$ cat src/rtl/red_pitaya_mult_arbiter_pkg.sv
// Shared definitions for the multiplier-lane arbiter: register offsets,
// arbitration mode encodings and the fixed pipeline latency.
package red_pitaya_mult_arbiter_pkg;

  localparam logic [15:0] REG_MASK      = 16'h0100;
  localparam logic [15:0] REG_MODE      = 16'h0104;
  localparam logic [15:0] REG_GCNT      = 16'h0108;
  localparam logic [15:0] REG_CLR       = 16'h010C;
  localparam logic [15:0] REG_STAT_BASE = 16'h0110;

  typedef enum logic {
    MODE_RR    = 1'b0,
    MODE_FIXED = 1'b1
  } arb_mode_e;

  localparam int MULT_ARB_LAT = 3;

endpackage

$ cat src/rtl/red_pitaya_mult_arbiter_lane.sv
// Shared 3-stage signed multiply / scale / saturate lane. The valid and
// requester-ID tags travel alongside the data so results leave in issue order.
module mult_arb_lane
  import red_pitaya_mult_arbiter_pkg::*;
#(
  parameter int DW  = 14,
  parameter int IDW = 2
) (
  input  logic                 clk_i,
  input  logic                 rst_i,
  input  logic                 in_valid_i,
  input  logic [IDW-1:0]       in_id_i,
  input  logic signed [DW-1:0] in_a_i,
  input  logic signed [DW-1:0] in_b_i,
  output logic                 res_valid_o,
  output logic [IDW-1:0]       res_id_o,
  output logic signed [DW-1:0] res_dat_o
);

  localparam logic signed [2*DW-1:0] SAT_MAX = {{(DW+1){1'b0}}, {(DW-1){1'b1}}};
  localparam logic signed [2*DW-1:0] SAT_MIN = {{(DW+1){1'b1}}, {(DW-1){1'b0}}};

  // Q(DW-1) rescale: arithmetic shift, then clamp to the DW-bit signed range.
  function automatic logic signed [DW-1:0] scale_sat(input logic signed [2*DW-1:0] prod);
    logic signed [2*DW-1:0] shifted;
    shifted = prod >>> (DW-1);
    if (shifted > SAT_MAX) begin
      scale_sat = SAT_MAX[DW-1:0];
    end else if (shifted < SAT_MIN) begin
      scale_sat = SAT_MIN[DW-1:0];
    end else begin
      scale_sat = shifted[DW-1:0];
    end
  endfunction

  logic                   v0_q, v1_q;
  logic [IDW-1:0]         id0_q, id1_q;
  logic signed [DW-1:0]   a0_q, b0_q;
  logic signed [2*DW-1:0] prod_d, prod_q;

  assign prod_d = {{DW{a0_q[DW-1]}}, a0_q} * {{DW{b0_q[DW-1]}}, b0_q};

  // Stages S0 (operand capture), S1 (product) and S2 (scaled result, held when idle).
  always_ff @(posedge clk_i or posedge rst_i) begin
    if (rst_i) begin
      v0_q        <= 1'b0;
      id0_q       <= '0;
      a0_q        <= '0;
      b0_q        <= '0;
      v1_q        <= 1'b0;
      id1_q       <= '0;
      prod_q      <= '0;
      res_valid_o <= 1'b0;
      res_id_o    <= '0;
      res_dat_o   <= '0;
    end else begin
      v0_q        <= in_valid_i;
      id0_q       <= in_id_i;
      a0_q        <= in_a_i;
      b0_q        <= in_b_i;
      v1_q        <= v0_q;
      id1_q       <= id0_q;
      prod_q      <= prod_d;
      res_valid_o <= v1_q;
      if (v1_q) begin
        res_id_o  <= id1_q;
        res_dat_o <= scale_sat(prod_q);
      end else begin
        res_id_o  <= res_id_o;
        res_dat_o <= res_dat_o;
      end
    end
  end

endmodule

$ cat src/rtl/red_pitaya_mult_arbiter.sv
// Arbiter sharing one multiplier lane between NREQ requesters, configured over
// the PS register bus. Define MULT_ARB_STATS_EN for per-requester grant counters.
module red_pitaya_mult_arbiter
  import red_pitaya_mult_arbiter_pkg::*;
#(
  parameter int NREQ = 4,
  parameter int IDW  = 2,
  parameter int DW   = 14
) (
  input  logic                 clk_i,
  input  logic                 rst_i,
  input  logic [NREQ-1:0]      req_valid_i,
  output logic [NREQ-1:0]      req_ready_o,
  input  logic [NREQ*DW-1:0]   req_a_i,
  input  logic [NREQ*DW-1:0]   req_b_i,
  output logic                 res_valid_o,
  output logic [IDW-1:0]       res_id_o,
  output logic signed [DW-1:0] res_dat_o,
  input  logic [15:0]          addr,
  input  logic                 wen,
  input  logic                 ren,
  output logic                 ack,
  output logic [31:0]          rdata,
  input  logic [31:0]          wdata
);

  logic [NREQ-1:0]      mask_q;
  arb_mode_e            mode_q;
  logic [IDW-1:0]       ptr_q, ptr_d;
  logic [31:0]          gcnt_q, gcnt_d;
  logic                 ack_q;
  logic [31:0]          rdata_q, rd_val_s;
  logic [NREQ-1:0]      elig_s, gnt_s;
  logic                 gnt_any_s;
  logic [IDW-1:0]       gnt_id_s;
  logic signed [DW-1:0] sel_a_s, sel_b_s;
  logic                 wr_mask_s, wr_mode_s, clr_s;
  logic                 unused_s;

  assign elig_s = req_valid_i & mask_q;

  // Grant search; iterating from the far end lets the first match in search order win.
  always_comb begin
    int idx;
    idx       = 0;
    gnt_any_s = 1'b0;
    gnt_id_s  = '0;
    for (int k = NREQ - 1; k >= 0; k--) begin
      if (mode_q == MODE_FIXED) begin
        idx = k;
      end else begin
        idx = int'(ptr_q) + k;
        if (idx >= NREQ) idx = idx - NREQ;
        else             idx = idx;
      end
      if (elig_s[idx[IDW-1:0]]) begin
        gnt_any_s = 1'b1;
        gnt_id_s  = idx[IDW-1:0];
      end else begin
        gnt_any_s = gnt_any_s;
      end
    end
  end

  // One-hot grant vector and next round-robin pointer.
  always_comb begin
    gnt_s           = '0;
    gnt_s[gnt_id_s] = gnt_any_s;
    if (gnt_any_s && (mode_q == MODE_RR)) begin
      ptr_d = (int'(gnt_id_s) == NREQ - 1) ? '0 : gnt_id_s + 1'b1;
    end else begin
      ptr_d = ptr_q;
    end
  end

  assign req_ready_o = rst_i ? '0 : gnt_s;
  assign sel_a_s     = req_a_i[gnt_id_s*DW +: DW];
  assign sel_b_s     = req_b_i[gnt_id_s*DW +: DW];

  assign wr_mask_s = wen && (addr == REG_MASK);
  assign wr_mode_s = wen && (addr == REG_MODE);
`ifdef MULT_ARB_STATS_EN
  assign clr_s = wen && (addr == REG_CLR);
`else
  assign clr_s = 1'b0;
`endif
  assign gcnt_d   = clr_s ? 32'h0 : gcnt_q + {31'b0, gnt_any_s};
  assign unused_s = ^wdata;

`ifdef MULT_ARB_STATS_EN
  logic [31:0] stat_q [NREQ];

  // Per-requester grant counters; a clear wins over a same-cycle grant.
  always_ff @(posedge clk_i or posedge rst_i) begin
    if (rst_i) begin
      for (int i = 0; i < NREQ; i++) stat_q[i] <= 32'h0;
    end else begin
      for (int i = 0; i < NREQ; i++) begin
        if (clr_s)                             stat_q[i] <= 32'h0;
        else if (gnt_any_s && (gnt_id_s == i)) stat_q[i] <= stat_q[i] + 32'd1;
        else                                   stat_q[i] <= stat_q[i];
      end
    end
  end
`endif

  // Register read mux; anything unmapped reads as zero.
  always_comb begin
    case (addr)
      REG_MASK: rd_val_s = {{(32-NREQ){1'b0}}, mask_q};
      REG_MODE: rd_val_s = {31'b0, logic'(mode_q)};
      REG_GCNT: rd_val_s = gcnt_q;
      default:  rd_val_s = 32'h0;
    endcase
`ifdef MULT_ARB_STATS_EN
    for (int i = 0; i < NREQ; i++) begin
      if (addr == REG_STAT_BASE + 16'(4 * i)) rd_val_s = stat_q[i];
      else                                    rd_val_s = rd_val_s;
    end
`endif
  end

  // Arbitration state and total grant counter.
  always_ff @(posedge clk_i or posedge rst_i) begin
    if (rst_i) begin
      ptr_q  <= '0;
      gcnt_q <= 32'h0;
    end else begin
      ptr_q  <= ptr_d;
      gcnt_q <= gcnt_d;
    end
  end

  // Bus-side registers; config writes land after the cycle that carries them.
  always_ff @(posedge clk_i or posedge rst_i) begin
    if (rst_i) begin
      mask_q  <= {NREQ{1'b1}};
      mode_q  <= MODE_RR;
      ack_q   <= 1'b0;
      rdata_q <= 32'h0;
    end else begin
      ack_q <= wen | ren;
      if (ren)       rdata_q <= rd_val_s;
      else           rdata_q <= rdata_q;
      if (wr_mask_s) mask_q  <= wdata[NREQ-1:0];
      else           mask_q  <= mask_q;
      if (wr_mode_s) mode_q  <= arb_mode_e'(wdata[0]);
      else           mode_q  <= mode_q;
    end
  end

  assign ack   = ack_q;
  assign rdata = rdata_q;

  mult_arb_lane #(
    .DW  (DW),
    .IDW (IDW)
  ) u_lane (
    .clk_i       (clk_i),
    .rst_i       (rst_i),
    .in_valid_i  (gnt_any_s),
    .in_id_i     (gnt_id_s),
    .in_a_i      (sel_a_s),
    .in_b_i      (sel_b_s),
    .res_valid_o (res_valid_o),
    .res_id_o    (res_id_o),
    .res_dat_o   (res_dat_o)
  );

endmodule

$ cat config.mk
export PLATFORM = sky130hd
export DESIGN_NAME = red_pitaya_mult_arbiter
export DESIGN_NICKNAME = d
export VERILOG_FILES = /design/src/rtl/red_pitaya_mult_arbiter_pkg.sv /design/src/rtl/red_pitaya_mult_arbiter_lane.sv /design/src/rtl/red_pitaya_mult_arbiter.sv
export SDC_FILE = /design/constraint.sdc
export NUM_CORES = 1
export LEC_CHECK = 0
export CELL_PAD_IN_SITES_DETAIL_PLACEMENT = 1
export CELL_PAD_IN_SITES_GLOBAL_PLACEMENT = 1
export CORE_UTILIZATION = 43
export CTS_CLUSTER_SIZE = 8
export DETAILED_ROUTE_END_ITERATION = 8
export PLACE_DENSITY = 0.91
export REMOVE_ABC_BUFFERS = 1
export SLEW_MARGIN = 20
export SYNTH_ARGS = -nofsm -noshare
export SYNTH_HDL_FRONTEND = slang
export SYNTH_HIERARCHICAL = 1
export SYNTH_SLANG_ARGS = --single-unit
$ cat constraint.sdc
create_clock -name clk_i -period 6.9 [get_ports clk_i]
set_clock_uncertainty 0.2 [all_clocks]
set_input_delay 1.38 -clock clk_i [delete_from_list [all_inputs] [get_ports clk_i]]
set_output_delay 1.38 -clock clk_i [all_outputs]
set_load 0.05 [all_outputs]
* Word-level counts from Yosys, hierarchy flattened
Index checks and enable logic that the tools add are counted.
Cells by class: $add $sub $neg 9, $mul 2, $lt $le $gt $ge 12, eq/ne operators 4, shift-type cells 2, multiplexer cells 31, bitwise gates (word level) 4, reduce and logical (&&, ||, !) cells 4
Operators by type and width (number):
- 56-bit by 7-bit indexed part select with 14-bit output | 2
- 32-bit case mux with 3 select lines | 1
- 16-bit by 9-bit equality test with 1-bit output, second input constant | 3
- 32-bit by 1-bit adder with 32-bit output | 1
- 14-bit by 14-bit multiplier with 28-bit output | 1
- 14-bit two-way mux | 2
- 2-bit two-way mux | 13
- 15-bit by 14-bit > comparator with 1-bit output, second input constant | 1
- 15-bit by 14-bit less-than comparator with 1-bit output, second input constant | 1
- 2-bit by 3-bit less-than comparator with 1-bit output, second input constant | 5
- 3-bit >= comparator, second input constant | 3
- 1-bit two-way mux | 9
- 4-bit AND | 2
- 1-bit binary-select mux with 2-bit select | 4
- 2-bit by 1-bit subtractor with 2-bit output, second input constant | 4
- 2-bit by 2-bit adder with 3-bit output, second input constant | 2
- 2-bit by 3-bit multiplier with 5-bit output, second input constant | 1
- 1-bit logical AND | 4
- 4-bit two-way mux | 1
- 2-bit by 1-bit adder with 3-bit output, second input constant | 1
- 2-bit by 3-bit >= comparator with 1-bit output, second input constant | 1
- 2-bit by 1-bit adder with 2-bit output, second input constant | 1
- 1-bit demux with 2-bit select | 1
- 2-bit by 1-bit equality test with 1-bit output, second input constant | 1
- other kinds (3) | 3
Word-level totals: register bits after elaboration 151, bits of input ports 168, output and inout bits 54, logic and storage cells 84

* Logic depth before layout (Yosys ltp)
Gate-level depths: netlist of run 1.
depth in word-level cells 16, gate-level depth with buffers 22, depth with buffers taken out 21

* Cells and area by module
Netlist of run 1, hierarchy kept.
By module, submodules not included:
- mult_arb_lane | instances 1, cells each 956, area an instance 9570.4 um^2, seq. area each 1651.6 um^2
- red_pitaya_mult_arbiter | instances 1, cells each 357, area an instance 3943.8 um^2, seq. area each 1806.7 um^2

* Worst setup path after synthesis of run 1
OpenSTA, ideal clock, no wires.
path type register -> register, start point reg u_lane.a0_q[13], end point reg u_lane.prod_q[26], setup time 0.099 ns, arrival 5.602 ns, data required time 6.601 ns, path slack 0.998 ns, stages on the path, launching flop included 20, buffers on the path 1, clock period less this slack 5.902 ns, path through dfrtp_1 > clkbuf_1 > and2_1 > fa_1 > inv_1 > fa_1 > inv_1 > fa_1 > fa_1 > inv_1 > fa_1 > fa_1 > inv_1 > ha_1 > a21o_1 > a21o_1 > a21oi_1 > nor2_1 > a221o_1 > a311oi_1
Between the ends: word-level cells in the longest chain between the ends 1
RTL lines:
- start: declaration | line red_pitaya_mult_arbiter_lane.sv:38 | logic signed [DW-1:0] a0_q, b0_q;
- start signal: assignment | line red_pitaya_mult_arbiter_lane.sv:59 | a0_q <= in_a_i;
- 14-bit by 14-bit multiplier with 28-bit output | line red_pitaya_mult_arbiter_lane.sv:41 | assign prod_d = {{DW{a0_q[DW-1]}}, a0_q} * {{DW{b0_q[DW-1]}}, b0_q};
- net u_lane.prod_d[26] | line red_pitaya_mult_arbiter_lane.sv:39 | logic signed [2*DW-1:0] prod_d, prod_q;
- end signal: assignment | line red_pitaya_mult_arbiter_lane.sv:63 | prod_q <= prod_d;
- end: declaration | line red_pitaya_mult_arbiter_lane.sv:39
The timed path passes the listed nets, and every way through them passes these cells. A chain may end at the register's enable or synchronous reset.

* Final worst setup path of run 1
start point reg u_lane.a0_q[7], end point reg u_lane.prod_q[24]
Same word-level chain as after synthesis.

==> results list, run 1 <==
- The flow ran to the end, but the final reports show violations.
* Failing checks: DRC
- Setup violations remaining at the end of the flow were counted as 0.
- The congestion estimate from routability-driven global placement came to 0.876.
* Global routing met3 resource utilization: roughly 5.9%
- Count of hold-fix buffers inserted at cts: 0
- Clock Sinks: 138
- Most repeated library cell on the critical path: fa_1
- The net count of the finished layout is between 1500 and 2000.
- The setup path with the least slack is of type flop to flop.
- The filler cells instantiated in the layout total roughly 3400.
- Clock root cell: clkbuf_16
- Total grt overflow: 0
- The via count of the first global-routing pass is between 10000 and 15000.
- Slew headroom: 31.1%
- Detailed Route Iter0 Violations: roughly 750
- Global routing used roughly 56% of the available met2 tracks.
- Clock-pin slew was measured on the worst setup and hold paths at ~80 ps.
- Top flip-flop cell by instance count after synthesis: dfrtp_1
* Die boundary height: 179 µm
- Routed via count: between 10000 and 15000
- Num ports: about 220
- During synthesis, Yosys emitted a total of 6 warnings.
- Gr busiest metal: met2
- STA classifies the critical path endpoint as a flop.
* Critical-path cell list: buf_4 -> nand2_1 -> fa_1 -> fa_1 -> fa_1 -> fa_1 -> fa_1 -> inv_1 -> fa_1 -> ha_1 -> a21oi_1 -> o21ai_1 -> a2111oi_0 -> o21bai_1 -> a31oi_1 -> xnor2_1
- The first detailed-routing pass ran for 7 iterations.
* Synthesized area per cell: between 10 and 15 µm²
* Rows: between 60 and 70
- Slowest cell delay on critical path: approximately 680 ps
- After detailed routing, the average wire length per cell comes to 25.0 µm.
* Global-route wire length before repair: ~74000 µm
- Most area-hungry cell type in the Yosys netlist: fa_1
- The clock period could shrink to ~6800 ps.
* Most repeated cell in the gate-level netlist after synthesis: inv_1
- Yosys top cell area share: about 29%
- The core region is ~31000 µm².
- The HPWL after detailed placement is approximately 33000 µm.
* Leading cell types by total area after synthesis: fa_1 29%, dfrtp_1 25%, inv_1 7.8%, ha_1 6.5%, and2_1 5.0%
- Number of max-capacitance violations reported: 0
* Level count of the clock H-tree: 4
- Total GRT Usage: between 30% and 40%
- Highest attainable clock frequency: roughly 150 MHz
* Die width: 179 µm
- The worst setup path is launched from a flop.
* Number of pins with negative max-slew slack in the final report: 0
- Layout overhead on the synthesized area: 22.2%
* Bufs and invs on worst path: 2
- Maximum number of pins on one net before global-route repair: between 70 and 80
- TritonCTS buffer count: 17
- Number of hold violations in the final report: 0
- The commonest cells after synthesis are 280 x inv_1, 194 x fa_1, 141 x nand2_1, 134 x dfrtp_1, 107 x and2_1.
- Share of the core filled with cells in the final layout: a little over half
- Detailed-route wire length: ~48000 µm
* Library cells used by synthesis: between 60 and 70
- Skew-Pair Late Insertion Delay: around 460 ps
- The floorplan step defined a die boundary enclosing between 30000 and 40000 µm².
* Detail Route Antenna Nets: 0
- The tightest min-delay check is of the flop to flop type.
- Data arrives at the worst endpoint at 6990 ps.
* Antenna violations before repair: 0
- Worst path slowest cell: dfrtp_1
* Actual transition at the worst max-transition pin: ~1000 ps
- Number of enable-type register cells in the synthesized netlist: 0
- Summing the sequential cell areas from Yosys gives approximately 26% of the chip area.
- Number of remaining DRC errors: 4
- Using the TritonRoute via totals, the vias-per-cell ratio works out to between 5 and 6.
- Async set-or-reset flop fraction in the synthesized netlist: 100%
* Number of antenna repair diodes: 0
- Required @ worst endpoint: roughly 7000 ps
- Number of instances in the synthesized netlist: about 1300
- The clock passes through at most 2 buffers.
* Largest delay share family, worst path: adder cells
- CTS tree: yes
- Of all nets on the critical path, the largest fanout is 9.
* Final cycle utilization of the critical path: between 90% and 100%
- During placement, the flow inserted port buffers numbering between 150 and 200.
* Layout cell share with drive strength beyond 1: roughly 8.6%
- The initial utilization of the core area, before any placement, comes to a little over two fifths.
- Met1 track utilization from global routing: 33.5%
* Area of the mapped netlist: between 10000 and 15000 µm²
- Synthesis-stage register bit count: ~140
## through the flow
| stage | setup slack, ps | cells | TNS (ps) | area, µm² | hold slack (ps) |
|---|---|---|---|---|---|
| 2_1_floorplan | 1040 | 1265 | 0 | 13300 | 131 |
| 3_3_place_gp | 561 | 1872 | 0 | 15900 | 132 |
| 3_5_place_dp | 285 | 1872 | 0 | 15900 | 156 |
| 4_1_cts | 8.99 | 1905 | 0 | 16500 | 166 |
| 5_1_grt | -10.6 | 1905 | -10.6 | 16500 | 173 |
| 6_report | 76.2 | 1905 | 0 | 16500 | 162 |
## cells in the final DEF (no fill, tap or decap), types with 19 or more instances in the layout
master	n
fa_1	193
mux2_2	23
clkdlybuf4s50_1	193
a21oi_1	20
xnor2_1	42
and2_1	107
mux4_2	27
nand2_1	141
ha_1	70
nor2_1	33
dfrtp_1	131
buf_4	19
inv_1	277
o21ai_0	40
## worst reg2reg max path: stages, from the launching register on
cell and delay [ps]:
dfrtp_1 680, buf_4 250, nand2_1 80, fa_1 520, fa_1 540, fa_1 580
fa_1 590, fa_1 640, inv_1 80, fa_1 470, ha_1 400, a21oi_1 250
o21ai_1 160, a2111oi_0 620, o21bai_1 210, a31oi_1 290, xnor2_1 170
## metal layers
layer	up-vias	wire (µm)
met5	-	0
met4	0	3400
met3	226	2680
met2	586	25100
met1	5696	16400
li1	4441	-
## registers in the layout (all words and copies together), names as in the netlist, 2 cells and up
register / count
u_lane/prod_q: 15
u_lane/id0_q: 2
mask_q: 4
u_lane/b0_q: 14
ptr_q: 2
u_lane/a0_q: 14
u_lane/res_dat_o: 14
u_lane/id1_q: 2
gcnt_q: 32
rdata: 32
u_lane/res_id_o: 2
## cell type report
cell class	count	area [µm²]	share of cell area [%]
clock buffers	17	425	2.58
clock inverters	15	178	1.08
inverters	281	1060	6.41
multi-input cells	846	8810	53.4
flip-flops and latches	138	3460	21.0
well taps	396	495	3.00
repair buffers	212	2070	12.6
## worst paths after layout
check | startpoint | to | slack [ps] | cells past startpoint
worst max-delay path | u_lane/a0_q[7] | u_lane/prod_q[24] | 80 | 16
worst min-delay path | u_lane/id0_q[1] | u_lane/id1_q[1] | 160 | 0
worst max register to register | u_lane/a0_q[7] | u_lane/prod_q[24] | 80 | 16
worst min register to register | u_lane/id0_q[1] | u_lane/id1_q[1] | 160 | 0
max in group asynchronous | rst_i | u_lane/b0_q[3] | 4370 | 3
min in group asynchronous | rst_i | ptr_q[1] | 960 | 2
## cell families after synthesis
kind of cell | after synthesis | synth area share, %
AOI/OAI and AO/OA | 109 | 5.28
xor gates and xnor gates | 54 | 3.50
adders and majority gates | 277 | 36.2
buffers and inverters | 329 | 9.40
DFF | 138 | 25.6
muxes | 56 | 7.07
and+or+nand+nor | 350 | 13.0
## what timing repair did
action | in CTS | in global routing
buffers inserted | 1 | 0
gates cloned | 0 | 0
resized for setup | 1 | 8
setup endpoints to repair | 4 | 6
endpoints found under the hold margin | 0 | 0
Power of run 1 is not shown: default switching activity piles up to over one toggle a cycle in this logic, so the estimate is an artifact.
==> run 2, diff against run 1 <==
- CORE_ASPECT_RATIO: default -> 0.75
- CTS_BUF_LIST: default -> sky130_fd_sc_hd__clkbuf_16
==> run 2 against run 1 <==
The flow finishes with violations (setup timing). Global-route usage shrank 0.41 points. Cell area grew 0.29%. Flip-flop and latch count unchanged. Critical path type unchanged.
==> results list, run 2 (same netlist as run 1, synthesis figures left out) <==
- Entering global routing, the biggest net connects 73 pins.
- Footprint of the multi-input gates: a little under 9000 µm²
- Critical Path End Type: flop
- At the end of the flow, the number of nets in the layout was 1929.
- Failing checks: setup timing
* Count of hold-fix buffers inserted at cts: 0
- After layout, the worst path uses 100% of the clock period.
* Footprint of the flip-flops and latches: approximately 3500 µm²
* Skew-Pair Late Insertion Delay: around 440 ps
* Number of buffers between clock root and the deepest sink: 2
- Die boundary height: approximately 160 µm
* Classification of the worst setup path: flop to flop
* Clock Sinks: 138
* Total grt overflow: 0
- The tightest min-delay check is of the flop to flop type.
- In this run the remaining antenna-violating nets after routing total 0.
* Layout cell share with drive strength beyond 1: under 10%
* Fill cell instance count of the final layout: between 3000 and 4000
- Dividing the detail-routed wire length by the instance count gives about 26 µm.
- STA classifies the critical path startpoint as a flop.
- Die width: between 200 and 250 µm
* Initial core utilization: 44.2%
- The tightest hold path in the finished design has a slack of ~160 ps.
- Setup-violating endpoint count in the final report: 1
- The top cell types in the final layout, fill and taps aside, are 277 x inv_1, 193 x clkdlybuf4s50_1, 192 x fa_1.
- Static timing analysis puts the maximum clock frequency at 145 MHz.
- Detailed-route wire length: about 49000 µm
* Total of buffers placed on input and output ports: around 190
* Required @ worst endpoint: approximately 7000 ps
* Number of hold violations in the final report: 0
- Detailed Route Iter0 Violations: around 770
* Number of max-capacitance violations reported: 0
- Along the worst path, the maximum fanout reaches 14.
* TritonCTS buffer count: 17
- Number of antenna repair diodes: 0
- Average via count per standard cell: 5.78
- The floorplan has 55 rows.
* Num ports: approximately 220
- Floorplan die area: 32100 µm²
- The final count of pins violating max slew is 0.
- The library cell used most frequently in the layout, excluding fill and tap cells, is inv_1.
- Clock root cell: clkbuf_16
- Total GRT Usage: a little under a third
- Clock transition time at the flip-flop clock pins of the worst setup and hold paths: approximately 70 ps
- For the final routed database, the setup TNS stands at -12.4 ps.
- Routed via count: ~11000
- Signal arrival time at the worst endpoint: roughly 7000 ps
- Routability-driven placement finished with a final weighted congestion of 0.850.
- Layout overhead on the synthesized area: 22.5%
- At the pin with the least slew margin, the transition time is between 900 and 1000 ps.
* Result of the run: finished, violations left
- The wire-length estimate of the detail-placed layout is around 32000 µm.
- The first global-routing pass estimated about 74000 µm of wire.
* Antenna violations before repair: 0
- After layout, the worst setup slack is -12.4 ps.
- Drt pass-1 iters: 6
- For this run, design rule violations remaining after detail routing come to 0.
* Area of the core: slightly above 30000 µm²
- Final period demand of the worst path: 6910 ps
- Slew headroom: a little over a third
* Level count of the clock H-tree: 4
- The via count of the first global-routing pass is between 10000 and 15000.
- CTS tree: yes
## run 2: changes by cell type in the layout (fill, tap and decap cells not counted), sizes merged
cell    before  now
bufinv       0    3
clkinv       6    3
buf         19   20
## run 2: worst paths after layout
path,slack (ps),end,cells past startpoint,from
setup reg to reg,-10,u_lane/prod_q[27],17,u_lane/b0_q[7]
hold / removal,160,u_lane/id1_q[1],0,u_lane/id0_q[1]
min in group asynchronous,1430,u_lane/res_dat_o[12],3,rst_i
hold reg to reg,160,u_lane/id1_q[1],0,u_lane/id0_q[1]
max in group asynchronous,4380,u_lane/b0_q[4],3,rst_i
setup / recovery,-10,u_lane/prod_q[27],17,u_lane/b0_q[7]
## run 2: timing repair
| action | in CTS | in global routing |
|---|---|---|
| endpoints found under the setup margin | 6 | 6 |
| setup buffers | 1 | 3 |
| pin swaps | 0 | 1 |
| endpoints found under the hold margin | 0 | 0 |
| cloned | 0 | 0 |
| gates resized for setup | 6 | 9 |
## run 2: final cells by class
| type | count | share of cell area (%) |
|---|---|---|
| clock buffers | 17 | 2.57 |
| clock inverters | 15 | 1.23 |
| inverters | 281 | 6.39 |
| multi-input cells | 846 | 53.3 |
| flip-flops and latches | 138 | 20.9 |
| well taps | 399 | 3.02 |
| repair buffers | 213 | 12.6 |
## run 2: worst max-delay path, stage by stage, from the launching register on
cell	delay, ps
dfrtp_1	800
nand2_1	180
fa_1	630
inv_1	200
fa_1	640
fa_1	510
fa_1	590
inv_1	80
fa_1	520
fa_1	520
inv_1	110
ha_1	450
o21ai_0	200
o21ai_0	390
a21oi_1	220
o21ai_0	280
a21oi_1	100
xnor2_1	170
## run 2: metal layers
layer	global-route usage [%]	wire length [µm]
met2	53.1	24800
met5	0	0
met4	19.8	3860
met1	35.0	16900
met3	6.31	3440
## run 2: through the flow
stage | utilization (%) | std cells | instance area (µm²) | setup WS [ps]
finish | 54.2 | 1909 | 16600 | -12.4
global route | 54.2 | 1909 | 16600 | -108
CTS | 54.1 | 1906 | 16500 | 25.1
detailed placement | 51.9 | 1873 | 15900 | 112
global placement | 51.9 | 1873 | 15900 | 539
floorplan | - | 1265 | 13300 | 1040
Power of run 2 is left out for the same reason.
==> run 3, diff against run 2 <==
- ABC_AREA: default -> 1
- CORE_UTILIZATION: 43 -> 41
- RECOVER_POWER: default -> 50
==> run 3 against run 2 <==
First-iteration DRC count rose by 35%. Flip-flop and latch count did not move. Utilization fell by 4.3 points. Die area rose by 17%. Global-route usage fell by 1.5 points. The run ends with capacitance limit, slew limit left. Non-clock buffer count fell by 12. Routed wire length rose by 7.0%. Synthesized cell count rose by 51%. Synthesized area rose by 12%.
==> results list, run 3 <==
* Detailed Route Iter0 Violations: 1030
* Number of remaining DRC errors: 0
* Required @ worst endpoint: around 7100 ps
* Result of the run: finished, violations left
- Level count of the clock H-tree: 4
- Relative to the synthesized area, the layout overhead comes to 19.2%.
* Drt pass-1 iters: 5
- The final reports fail on capacitance limit, slew limit.
* Antenna violations before repair: 0
* Footprint of the multi-input gates: a little over 9000 µm²
* Total of buffers placed on input and output ports: roughly 190
- Die width: approximately 220 µm
* Yosys top cell area share: ~26%
- For this run, the post-layout net count is between 2000 and 3000.
- Leading cell type in the layout, fill and taps excluded: inv_1
- Static timing analysis puts the maximum clock frequency at around 150 MHz.
* Slew headroom: -167%
- Footprint of the flip-flops and latches: 3460 µm²
* Clock root cell: clkbuf_16
* Synthesized area per cell: 7.61 µm²
- The first global-routing pass estimated ~86000 µm of wire.
- Synth Warn #: 6
- Dividing the detail-routed wire length by the instance count gives approximately 20 µm.
* Slowest cell delay on critical path: around 730 ps
- In the post-route analysis, the smallest setup slack over all paths is 251 ps.
- Clock transition time at the flip-flop clock pins of the worst setup and hold paths: 90 ps
- The clock drives between 100 and 150 sinks.
* Number of antenna repair diodes: 0
* Classification of the worst-slack hold path: flop to flop
- In this run, post-CTS repair resized a total of 0 instances.
* Maximum number of pins on one net before global-route repair: between 70 and 80
- Number of pins with negative max-slew slack in the final report: between 100 and 150
- Seq/Total Area, Yosys: roughly 23%
- Number of instances in the synthesized netlist: a little under 2000
- Fin Hold WS: about 150 ps
- The core region is roughly 36000 µm².
- Critical-path cell list: nand2_1 -> inv_1 -> fa_1 -> inv_1 -> fa_1 -> inv_1 -> fa_1 -> fa_1 -> inv_1 -> fa_1 -> fa_1 -> inv_1 -> ha_1 -> nand2_1 -> nor2_1 -> inv_1 -> nor3_2 -> nand3_1 -> nand3_1 -> nand2_1 -> nand2_1
* Most repeated cell in the gate-level netlist after synthesis: inv_1
- In the post-synthesis netlist, the biggest area contributors are fa_1 26%, dfrtp_1 22%, inv_1 13%, nand2_1 13%, ha_1 5.8%.
* Count of hold-fix buffers inserted at cts: 0
- Across the run, the number of max-cap violations was 2.
* Fill cell instance count of the final layout: between 4000 and 5000
* Post-CTS setup buffer count: 0
- The worst setup path is captured at a flop.
* Number of buffers between clock root and the deepest sink: 2
- Total grt overflow: 0
* Most instantiated cells after synthesis: 541 x inv_1, 519 x nand2_1, 194 x fa_1, 134 x dfrtp_1, 133 x nand3_1
- Number of global-route vias before repair: 16200
- Signal arrival time at the worst endpoint: around 6800 ps
- Number of enable-type register cells in the synthesized netlist: 0
* Total GRT Usage: approximately 29%
- For this block, the via count after detailed routing is 13900.
* CTS tree: yes
- TritonCTS buffer count: 17
* Library cells used by synthesis: 40
- Once detail routing completed, the nets flagged for antenna violations numbered 0.
- Actual transition at the worst max-transition pin: between 3000 and 4000 ps
- The worst setup path is launched from a flop.
* Layout cell share with drive strength beyond 1: around 4%
- Skew-Pair Late Insertion Delay: 470 ps
* Sum of negative setup slack: 0 ps
- The largest individual stage delay along the critical path comes from the cell dfrtp_1.
- The floorplan step defined a die boundary enclosing between 30000 and 40000 µm².
* Classification of the worst setup path: flop to flop
- Synthesis-stage register bit count: 138
* Setup repair after global routing missed its margin: no
- Initial core utilization: approximately two fifths
* Top flip-flop cell by instance count after synthesis: dfrtp_1
- In this run the core area contains 60 standard-cell rows.
- After synthesis the cells add up to around 15000 µm².
- Counting flops with an async set or reset pin after synthesis yields a share of between 90% and 100%.
* Setup-violating endpoint count in the final report: 0
- Detailed placement finished with a half-perimeter wire length of 39300 µm.
- Final period demand of the worst path: approximately 6600 ps
* Num ports: around 220
- Routability-driven placement finished with a final weighted congestion of 0.900.
- In the layout the commonest cells are 540 x inv_1, 519 x nand2_1, 194 x fa_1.
- Pre-CTS WS: 532 ps
* Die boundary height: between 150 and 200 µm
- Detailed-route wire length: approximately 52000 µm
- Using the TritonRoute via totals, the vias-per-cell ratio works out to about 5.3.
- In the finished design, the share of the clock period the worst path needs comes to a little over nine tenths.
- Number of hold violations in the final report: 0
* Most area-hungry cell type in the Yosys netlist: fa_1
* Critical Path Fanout Max: 14
## run 3: routing by layer
metal / part of all wire [%] / vias to the layer above / GRT usage [%]
li1: - / 6116 / -
met1: 38 / 6983 / 33.9
met2: 51 / 584 / 52.1
met3: 5.9 / 180 / 5.34
met4: 4.9 / 0 / 15.3
met5: 0 / - / 0
## run 3: critical path: cells and delay by family (launching register included)
kind                     cells  cell delay (ps)
AND/OR/NAND/NOR              8             1240
adder cells (fa/ha/maj)      7             3400
flip-flops                   1              730
buffers and inverters        6              990
## run 3: area by class of cell
| class | instances | area share [%] |
|---|---|---|
| inverter | 548 | 11.4 |
| timing repair buffer | 201 | 11.1 |
| clock buffer | 17 | 2.36 |
| multi-input combinational | 1233 | 51.6 |
| sequential | 138 | 19.2 |
| clock inverter | 15 | 1.08 |
| tap | 465 | 3.23 |
## run 3: worst paths after layout
check,start,endpoint,cells past startpoint,slack [ps]
hold / removal,u_lane/id0_q[0],u_lane/id1_q[0],0,150
setup reg to reg,u_lane/a0_q[13],u_lane/prod_q[22],21,250
min in group asynchronous,rst_i,u_lane/b0_q[12],3,2760
setup / recovery,u_lane/a0_q[13],u_lane/prod_q[22],21,250
max in group asynchronous,rst_i,gcnt_q[31],3,1460
hold reg to reg,u_lane/id0_q[0],u_lane/id1_q[0],0,150
## run 3: per-stage QoR
| step | instances | util (%) | instance area, µm² |
|---|---|---|---|
| after floorplan | 1919 | - | 14800 |
| after global placement | 2585 | 48.2 | 17400 |
| after detailed placement | 2585 | 48.2 | 17400 |
| after CTS | 2617 | 50.0 | 18000 |
| after global routing | 2617 | 49.9 | 18000 |
| final | 2617 | 49.9 | 18000 |
## run 3: cell families (layout without fill, tap and decap cells)
family	count (synthesis)	after routing	synth area share (%)
buf+inv	612	781	15.7
mux	6	6	0.448
simple gates	833	833	23.9
flops	138	138	22.9
compound gates	95	95	3.56
fa+ha+maj	264	264	31.5
xor+xnor	35	35	2.03
Power of run 3 is left out for the same reason.
